===== src/rtl/word_unpacker_if.sv =====
`default_nettype none
// ---------------------------------------------------------------------------
// word_unpacker_if
// Word-in / byte-out bus for word_unpacker.
//   master : the unpacker (drives word_req and the byte stream)
//   slave  : upstream FIFO + downstream sink (drive word_valid/word_data
//            and byte_ready)
// Revision: 1.0
// ---------------------------------------------------------------------------
interface word_unpacker_if;
  logic        word_req;
  logic        word_valid;
  logic [31:0] word_data;
  logic        byte_valid;
  logic        byte_ready;
  logic [7:0]  byte_data;
  logic        byte_last;

  modport master (
    output word_req, byte_valid, byte_data, byte_last,
    input  word_valid, word_data, byte_ready
  );

  modport slave (
    input  word_req, byte_valid, byte_data, byte_last,
    output word_valid, word_data, byte_ready
  );
endinterface
`default_nettype wire


===== src/rtl/word_unpacker.sv =====
`default_nettype none
// ---------------------------------------------------------------------------
// word_unpacker
// Splits 32-bit words from an upstream FIFO into a byte stream.
// Two-entry word buffer, 2-bit byte index on the head entry, sticky
// overflow flag and a wrapping count of fully emitted words.
// Ports:
//   clock, reset  : single clock, synchronous active-high reset
//   enable        : allow new word requests
//   bus (master)  : word_req/word_valid/word_data, byte_valid/byte_ready/
//                   byte_data/byte_last
//   word_count    : words fully emitted (wraps)
//   overflow      : sticky, a word arrived with no free slot
// Revision: 1.0
// ---------------------------------------------------------------------------
module word_unpacker #(
  parameter int MSB_FIRST = 0,
  parameter int CNT_W     = 16
) (
  input  wire logic             clock,
  input  wire logic             reset,
  input  wire logic             enable,
  word_unpacker_if.master       bus,
  output logic [CNT_W-1:0]      word_count,
  output logic                  overflow
);

  localparam logic c_MSB = (MSB_FIRST != 0);

  logic [1:0]       r_count;
  logic [1:0]       r_idx;
  logic             r_req_q;
  logic [31:0]      r_head;
  logic [31:0]      r_tail;
  logic [CNT_W-1:0] r_word_count;
  logic             r_overflow;

  logic [2:0] w_occ;
  logic       w_req;
  logic       w_valid;
  logic       w_accept;
  logic       w_pop;
  logic [1:0] w_sel;
  logic [7:0] w_byte;

  // A request in flight is answered next cycle, so it already owns a slot.
  assign w_occ    = {1'b0, r_count} + {2'b00, r_req_q};
  assign w_req    = enable & ~reset & (w_occ <= 3'd1);

  // Gated with reset so the outputs are quiet during the reset cycle itself.
  assign w_valid  = (r_count != 2'd0) & ~reset;
  assign w_accept = w_valid & bus.byte_ready;
  assign w_pop    = w_accept & (r_idx == 2'd3);

  // For a 2-bit index, 3-idx is the bitwise inverse.
  assign w_sel    = c_MSB ? ~r_idx : r_idx;
  assign w_byte   = r_head[{w_sel, 3'b000} +: 8];

  assign bus.word_req   = w_req;
  assign bus.byte_valid = w_valid;
  assign bus.byte_data  = w_valid ? w_byte : 8'h00;
  assign bus.byte_last  = w_valid & (r_idx == 2'd3);
  assign word_count     = r_word_count;
  assign overflow       = r_overflow;

  always_ff @(posedge clock) begin
    if (reset) begin
      r_count      <= 2'd0;
      r_idx        <= 2'd0;
      r_req_q      <= 1'b0;
      r_head       <= 32'h0;
      r_tail       <= 32'h0;
      r_word_count <= '0;
      r_overflow   <= 1'b0;
    end else begin
      r_req_q <= w_req;

      // Index wraps 3 -> 0 naturally on the popping byte.
      if (w_accept) begin
        r_idx <= r_idx + 2'd1;
      end
      if (w_pop) begin
        r_word_count <= r_word_count + 1'b1;
      end

      if (bus.word_valid) begin
        if (w_pop) begin
          // Pop and write together: occupancy unchanged, never overflows.
          if (r_count == 2'd2) begin
            r_head <= r_tail;
            r_tail <= bus.word_data;
          end else begin
            r_head <= bus.word_data;
          end
        end else begin
          case (r_count)
            2'd0: begin
              r_head  <= bus.word_data;
              r_count <= 2'd1;
            end
            2'd1: begin
              r_tail  <= bus.word_data;
              r_count <= 2'd2;
            end
            default: r_overflow <= 1'b1;
          endcase
        end
      end else if (w_pop) begin
        r_head  <= r_tail;
        r_count <= r_count - 2'd1;
      end
    end
  end

endmodule
`default_nettype wire


===== src/flat_wrapper.sv =====
// flat-port wrapper written by rule: the top's interface ports become plain ports
module word_unpacker_flat 
#(
  parameter int MSB_FIRST = 0,
  parameter int CNT_W     = 16
)
  (clock, reset, enable, word_count, overflow, bus_word_req, bus_byte_valid, bus_byte_data, bus_byte_last, bus_word_valid, bus_word_data, bus_byte_ready);
  word_unpacker_if bus_i ();
  input  wire logic clock;
  input  wire logic reset;
  input  wire logic enable;
  output logic [CNT_W-1:0] word_count;
  output logic overflow;
  output wire logic [$bits(bus_i.word_req)-1:0] bus_word_req;
  output wire logic [$bits(bus_i.byte_valid)-1:0] bus_byte_valid;
  output wire logic [$bits(bus_i.byte_data)-1:0] bus_byte_data;
  output wire logic [$bits(bus_i.byte_last)-1:0] bus_byte_last;
  input wire logic [$bits(bus_i.word_valid)-1:0] bus_word_valid;
  input wire logic [$bits(bus_i.word_data)-1:0] bus_word_data;
  input wire logic [$bits(bus_i.byte_ready)-1:0] bus_byte_ready;
  assign bus_word_req = bus_i.word_req;
  assign bus_byte_valid = bus_i.byte_valid;
  assign bus_byte_data = bus_i.byte_data;
  assign bus_byte_last = bus_i.byte_last;
  assign bus_i.word_valid = bus_word_valid;
  assign bus_i.word_data = bus_word_data;
  assign bus_i.byte_ready = bus_byte_ready;
  word_unpacker #(.MSB_FIRST(MSB_FIRST), .CNT_W(CNT_W)) u_core (.clock(clock), .reset(reset), .enable(enable), .bus(bus_i), .word_count(word_count), .overflow(overflow));
endmodule

===== config.mk =====
export PLATFORM = sky130hd
export DESIGN_NAME = word_unpacker_flat
export DESIGN_NICKNAME = d
export VERILOG_FILES = /design/src/rtl/word_unpacker_if.sv /design/src/rtl/word_unpacker.sv /design/src/flat_wrapper.sv
export SDC_FILE = /design/constraint.sdc
export NUM_CORES = 1
export LEC_CHECK = 0
export ABC_AREA = 1
export CORE_MARGIN = 8
export CORE_UTILIZATION = 45
export CTS_BUF_LIST = sky130_fd_sc_hd__clkbuf_8
export CTS_CLUSTER_DIAMETER = 60
export DETAILED_ROUTE_END_ITERATION = 16
export HOLD_SLACK_MARGIN = 0.1
export PLACE_DENSITY = 0.76
export SYNTH_ARGS = -nofsm -noshare
export SYNTH_HDL_FRONTEND = slang
export SYNTH_SLANG_ARGS = --single-unit

===== constraint.sdc =====
create_clock -name clock -period 3.2 [get_ports clock]
set_clock_uncertainty 0.05 [all_clocks]
set_input_delay 0.64 -clock clock [delete_from_list [all_inputs] [get_ports clock]]
set_output_delay 0.64 -clock clock [all_outputs]
set_load 0.1 [all_outputs]

After elaboration in Yosys (flattened, before gate mapping)
Index checks and enable logic that the tools add are counted.
W data, S select, Z words.
{ "classes": {"bitwise_logic": 9, "addsub": 4, "muxes": 13, "n_lt_le_gt_ge": 1, "eq_ne": 5, "n_shift": 1, "reduce_logical": 11} }
{ "ops": {"columns": ["operator", "count"], "rows": [
  ["$mux W32", 8],
  ["$shiftx A32 B6 Y8", 1],
  ["$add A16 B1 Y16 const B", 1],
  ["$reduce_and A3 Y1", 3],
  ["$mux W8", 1],
  ["$reduce_bool A2 Y1", 4],
  ["$and A1 B1 Y1", 6],
  ["$mux W2", 3],
  ["$eq A2 B2 Y1 const B", 2],
  ["$ne A2 B2 Y1 const B", 2],
  ["$pmux W2 S2", 1],
  ["$add A2 B1 Y3", 1],
  ["$le A3 B1 Y1 const B", 1],
  ["$not A1 Y1", 3],
  ["$reduce_bool A3 Y1", 1],
  ["$add A2 B1 Y2 const B", 1],
  ["$eq A2 B1 Y1 const B", 1],
  ["$logic_not A2 Y1", 1],
  ["$reduce_and A2 Y1", 1],
  ["$reduce_or A2 Y1", 1],
  ["$sub A2 B1 Y2 const B", 1]
]} }
{ "totals": {"elab_cells": 51, "reg_bits": 86, "out_inout_bits": 28} }

Logic depth before layout (Yosys ltp)
Gate-level depths: netlist of run 1.
{ "logic_depth": {"ltp_word": 6, "mapped_depth": 12} }

Least setup slack after synthesis of run 1
No wires, ideal clock.
{ "synth_path": {"path_kind": "register to output", "start": "reg u_core.r_count[0]", "end": "out bus_byte_data[0]", "path_slack_ns": -0.665, "required_ns": 2.510, "arrival_ns": 3.175, "path_stages_with_launch": 6, "cell_sequence": "dfxtp_1 -> inv_1 -> ha_1 -> nor2_4 -> clkinv_1 -> a21oi_1"} }
{ "synth_between": {"elab_chain_cells": 3} }
{ "synth_lines": {"columns": ["item", "line_no", "text"], "rows": [
  ["start, declared", "word_unpacker.sv:30", "logic [1:0] r_count;"],
  ["start signal, assigned", "word_unpacker.sv:110", "r_count <= r_count - 2'd1;"],
  ["$reduce_bool A2 Y1", "word_unpacker.sv:51", "assign w_valid = (r_count != 2'd0) & ~reset;"],
  ["$and A1 B1 Y1", "word_unpacker.sv:51", null],
  ["named net bus_byte_valid", "flat_wrapper.sv:15", "output wire logic [$bits(bus_i.byte_valid)-1:0] bus_byte_valid;"],
  ["$mux W8", "word_unpacker.sv:61", "assign bus.byte_data = w_valid ? w_byte : 8'h00;"],
  ["end, declared", "flat_wrapper.sv:16", "output wire logic [$bits(bus_i.byte_data)-1:0] bus_byte_data;"]
]} }
The timed path passes the listed nets, and every way through them passes these cells.

Worst setup path after layout of run 1
{ "layout_path": {"start": "reg u_core.r_count[0]", "end": "out bus_byte_data[4]"} }
{ "layout_between": {"elab_chain_cells": 3} }
{ "layout_lines": {"columns": ["item", "line_no"], "rows": [
  ["$reduce_bool A2 Y1", "word_unpacker.sv:51"],
  ["$and A1 B1 Y1", "word_unpacker.sv:51"],
  ["$mux W8", "word_unpacker.sv:61"]
]} }
No other way between the ends.

==> results.yml, run 1 <==
worst_setup_path:
  r2r-start: "u_core.r_count[0]$_SDFFE_PP0P_"
  worstPathCellList: "inv_1 > ha_1 > nor2_4 > clkinv_1 > a21oi_2 > buf_12"
  cp.arrival_ps: 2330
  cp.required_ps: 2510
  critical_path.top_delay_family: "buffers and inverters"
  critical_path.max_fanout: 9
  worst_path_largest_cell_delay_ps: 410
  cp-end-kind: "output port"
  regToRegSetupSlack_ps: 740
  critical_path.startpoint: "u_core.r_count[0]$_SDFFE_PP0P_"
  start_kind: "flop"
  cp_slowest_cell: "dfxtp_1"
  ff2ff_path_depth: 11
  cp_num_buf_inv: 3
  cp.depth: 6
  critical_path_class: "flop to output port"
layout:
  n_antenna_cell: 0
  num-fill-cells: 931
  drive_above_1_share_pct: 9.550
  final_nets: 770
  stdcell_count: 866
  final_core_util_pct: 56.31
  synthToLayoutAreaGrowth_pct: 21.52
drt:
  ant_nets: 0
  vias_per_cell: 5.111
  dr.first_iter.drc_count: 359
  wl_per_cell_um: 13.57
  first_pass_iters: 6
  vias: 4426
  finalWirelength_mm: 11.75
  drc_errors: 0
hold_path:
  hp-start: "u_core.r_req_q$_SDFF_PP0_"
  whs_path_depth: 1
  worstHoldPathType: "flop to flop"
grt:
  overflow: 0
  grtUsageMet3_pct: 2.740
  antenna_found_initial: 0
  use_met2_pct: 30.47
  grt_max_degree: 101
  grt_pass1_wl_mm: 19.78
  busiest_layer: "met2"
  grt_pass1_vias: 4158
  grt_use_met1_pct: 22.17
  grt_use_total_pct: 18.03
clock_tree:
  cts_resized: 0
  cts.sinks: 86
  clkTransAtPathRegs_ps: 80
  cts.path.max_buffers: 2
  clock_tree.root_cell: "clkbuf_8"
  cts_tree: "done"
  clock_latency_ps: 350
  cts_buffers: 9
  htreeDepth: 3
  cts_setup_buffers: 0
  ctsHoldBuffers: 0
yosys:
  yosys_warnings: 0
  synth_cells: 687
  synth_top_area_cell: "dfxtp_1"
  seq_area_frac_synth_pct: 38.01
  syn_area_per_cell_um2: 6.593
  ys_types: 28
  syn_area_mm2: 0.004529
  synth.area.top_cells: "dfxtp_1 38%, nand2_1 11%, nand3_1 8.2%, nor2_1 7.9%, inv_1 7.0%"
  syn_nets: 729
  yosys_register_bits: 86
  synth.top_cell.area_share_pct: 38.01
timing:
  worst_slew_pin_slew_ps: 938.7
  fin_crit_sh_pct: 94.37
  period_needed_ps: 3020
  hold_viol: 0
  worst_slack_ps: 180.2
  slew_headroom_pct: 37.42
  rsz0062_at_grt: "no"
  hold_slack_ps: 393.0
  final_max_slew_viol_count: 0
  setup_viol: 0
  fmax_ghz: 0.3312
placement:
  place_ws_ps: 240.9
  hpwl_mm: 7.938
  port_buffers: 64
  numPlacedInstances: 850
  place.gp.congestion: 0.7816
die:
  pin_count: 65
  chipHeight_um: 116.3
  start_util_pct: 46.34
  rows: 36
  die_width_um: 116.3
  core-area_mm2: 0.009774
  dieArea_mm2: 0.01353
job:
  maxCapViolCount: 0
power_and_ir_drop:
  power_uw: 2716
  power-per-cell-area_mw_per_mm2: 493.5
  p_leak_uw: 0.002566
  peakVddDrop_mv: 0.2768
outcome:
  status: "finished clean"
-- area by class of cell --
| class | count | area, um2 | share of cell area (%) |
|---|---|---|---|
| inverter | 89 | 334.1 | 6.070 |
| clock buffer | 9 | 123.9 | 2.251 |
| tap | 133 | 166.4 | 3.023 |
| sequential | 86 | 1722 | 31.28 |
| clock inverter | 7 | 90.09 | 1.637 |
| multi-input combinational | 471 | 2287 | 41.55 |
| timing repair buffer | 71 | 780.7 | 14.19 |
-- synth_stat cells --
master,count
a21oi_1,51
buf_1,7
buf_2,12
buf_4,3
buf_6,6
clkbuf_1,12
clkbuf_2,1
clkinv_1,3
dfxtp_1,86
ha_1,5
inv_1,85
inv_2,1
nand2_1,135
nand2_2,1
nand2_4,2
nand3_1,74
nand3_4,1
nand3b_1,32
nand4_1,8
nor2_1,95
nor2_2,2
nor2_4,1
nor3_1,4
o21a_1,3
o21ai_0,48
o21ai_1,7
o21ai_2,1
xor2_1,1
-- worst paths after layout --
path	end
worst max-delay path	bus_byte_data[4]
worst max register to register	u_core.r_head[15]$_SDFFE_PP0P_
worst min-delay path	u_core.r_req_q$_SDFF_PP0_
worst min register to register	u_core.r_req_q$_SDFF_PP0_
-- cells in the final DEF (no fill, tap or decap), types with 2 or more instances in the layout --
cell type and count:
nand2_1 135, nor2_1 94, inv_1 86, dfxtp_1 86
nand3_1 74, o21ai_0 48, a21oi_1 43, clkdlybuf4s50_1 35
nand3b_1 32, buf_4 22, buf_12 13, clkbuf_8 9
a21oi_2 8, nand4_1 8, o21ai_1 7, ha_1 5
nor3_1 4, nor2_2 3, o21a_1 3, clkinv_1 2
inv_2 2, nand2_4 2, clkinv_2 2, bufinv_16 2
-- kinds of logic (layout without fill, tap and decap cells) --
| kind of cell | count (synthesis) | after routing | synth area share, % |
|---|---|---|---|
| AND/OR/NAND/NOR | 355 | 355 | 35.64 |
| buffers and inverters | 130 | 176 | 12.38 |
| AO/OA/AOI/OAI | 110 | 110 | 12.40 |
| flip-flops | 86 | 86 | 38.01 |
| adder cells (fa/ha/maj) | 5 | 5 | 1.381 |
| XOR/XNOR | 1 | 1 | 0.1934 |
-- flip-flops by register name, summed over array words and instances, names as in the netlist --
register	flops
u_core.r_head	32
u_core.r_count	2
u_core.word_count	16
u_core.r_idx	2
u_core.overflow	1
u_core.r_req_q	1
u_core.r_tail	32
-- per-layer routing --
metal	routed length (um)	up-vias
li1	-	2269
met1	5262	2038
met2	5809	101
met3	405	18
met4	272	0
met5	0	-
-- per-stage QoR --
step           TNS, ps  area (um2)
3_3_place_gp         0        5290
2_1_floorplan    -1874        4562
5_1_grt              0        5504
6_report             0        5504
3_5_place_dp         0        5290
4_1_cts              0        5504
-- report_power, final --
part | switching [uW] | leakage [uW] | internal, uW | total [uW]
combinational | 414 | 0.00175 | 246 | 660
sequential | 56.5 | 0.000704 | 1170 | 1220
clock | 396 | 0.000110 | 436 | 832
total | 866 | 0.00257 | 1850 | 2720
(Power assumes the default switching activity.)
==> run 2, diff against run 1 <==
Settings changed: SKIP_CTS_REPAIR_TIMING set to 1.
==> results of run 2 <==
Final layout, timing and power as in run 1 (identical DEF).
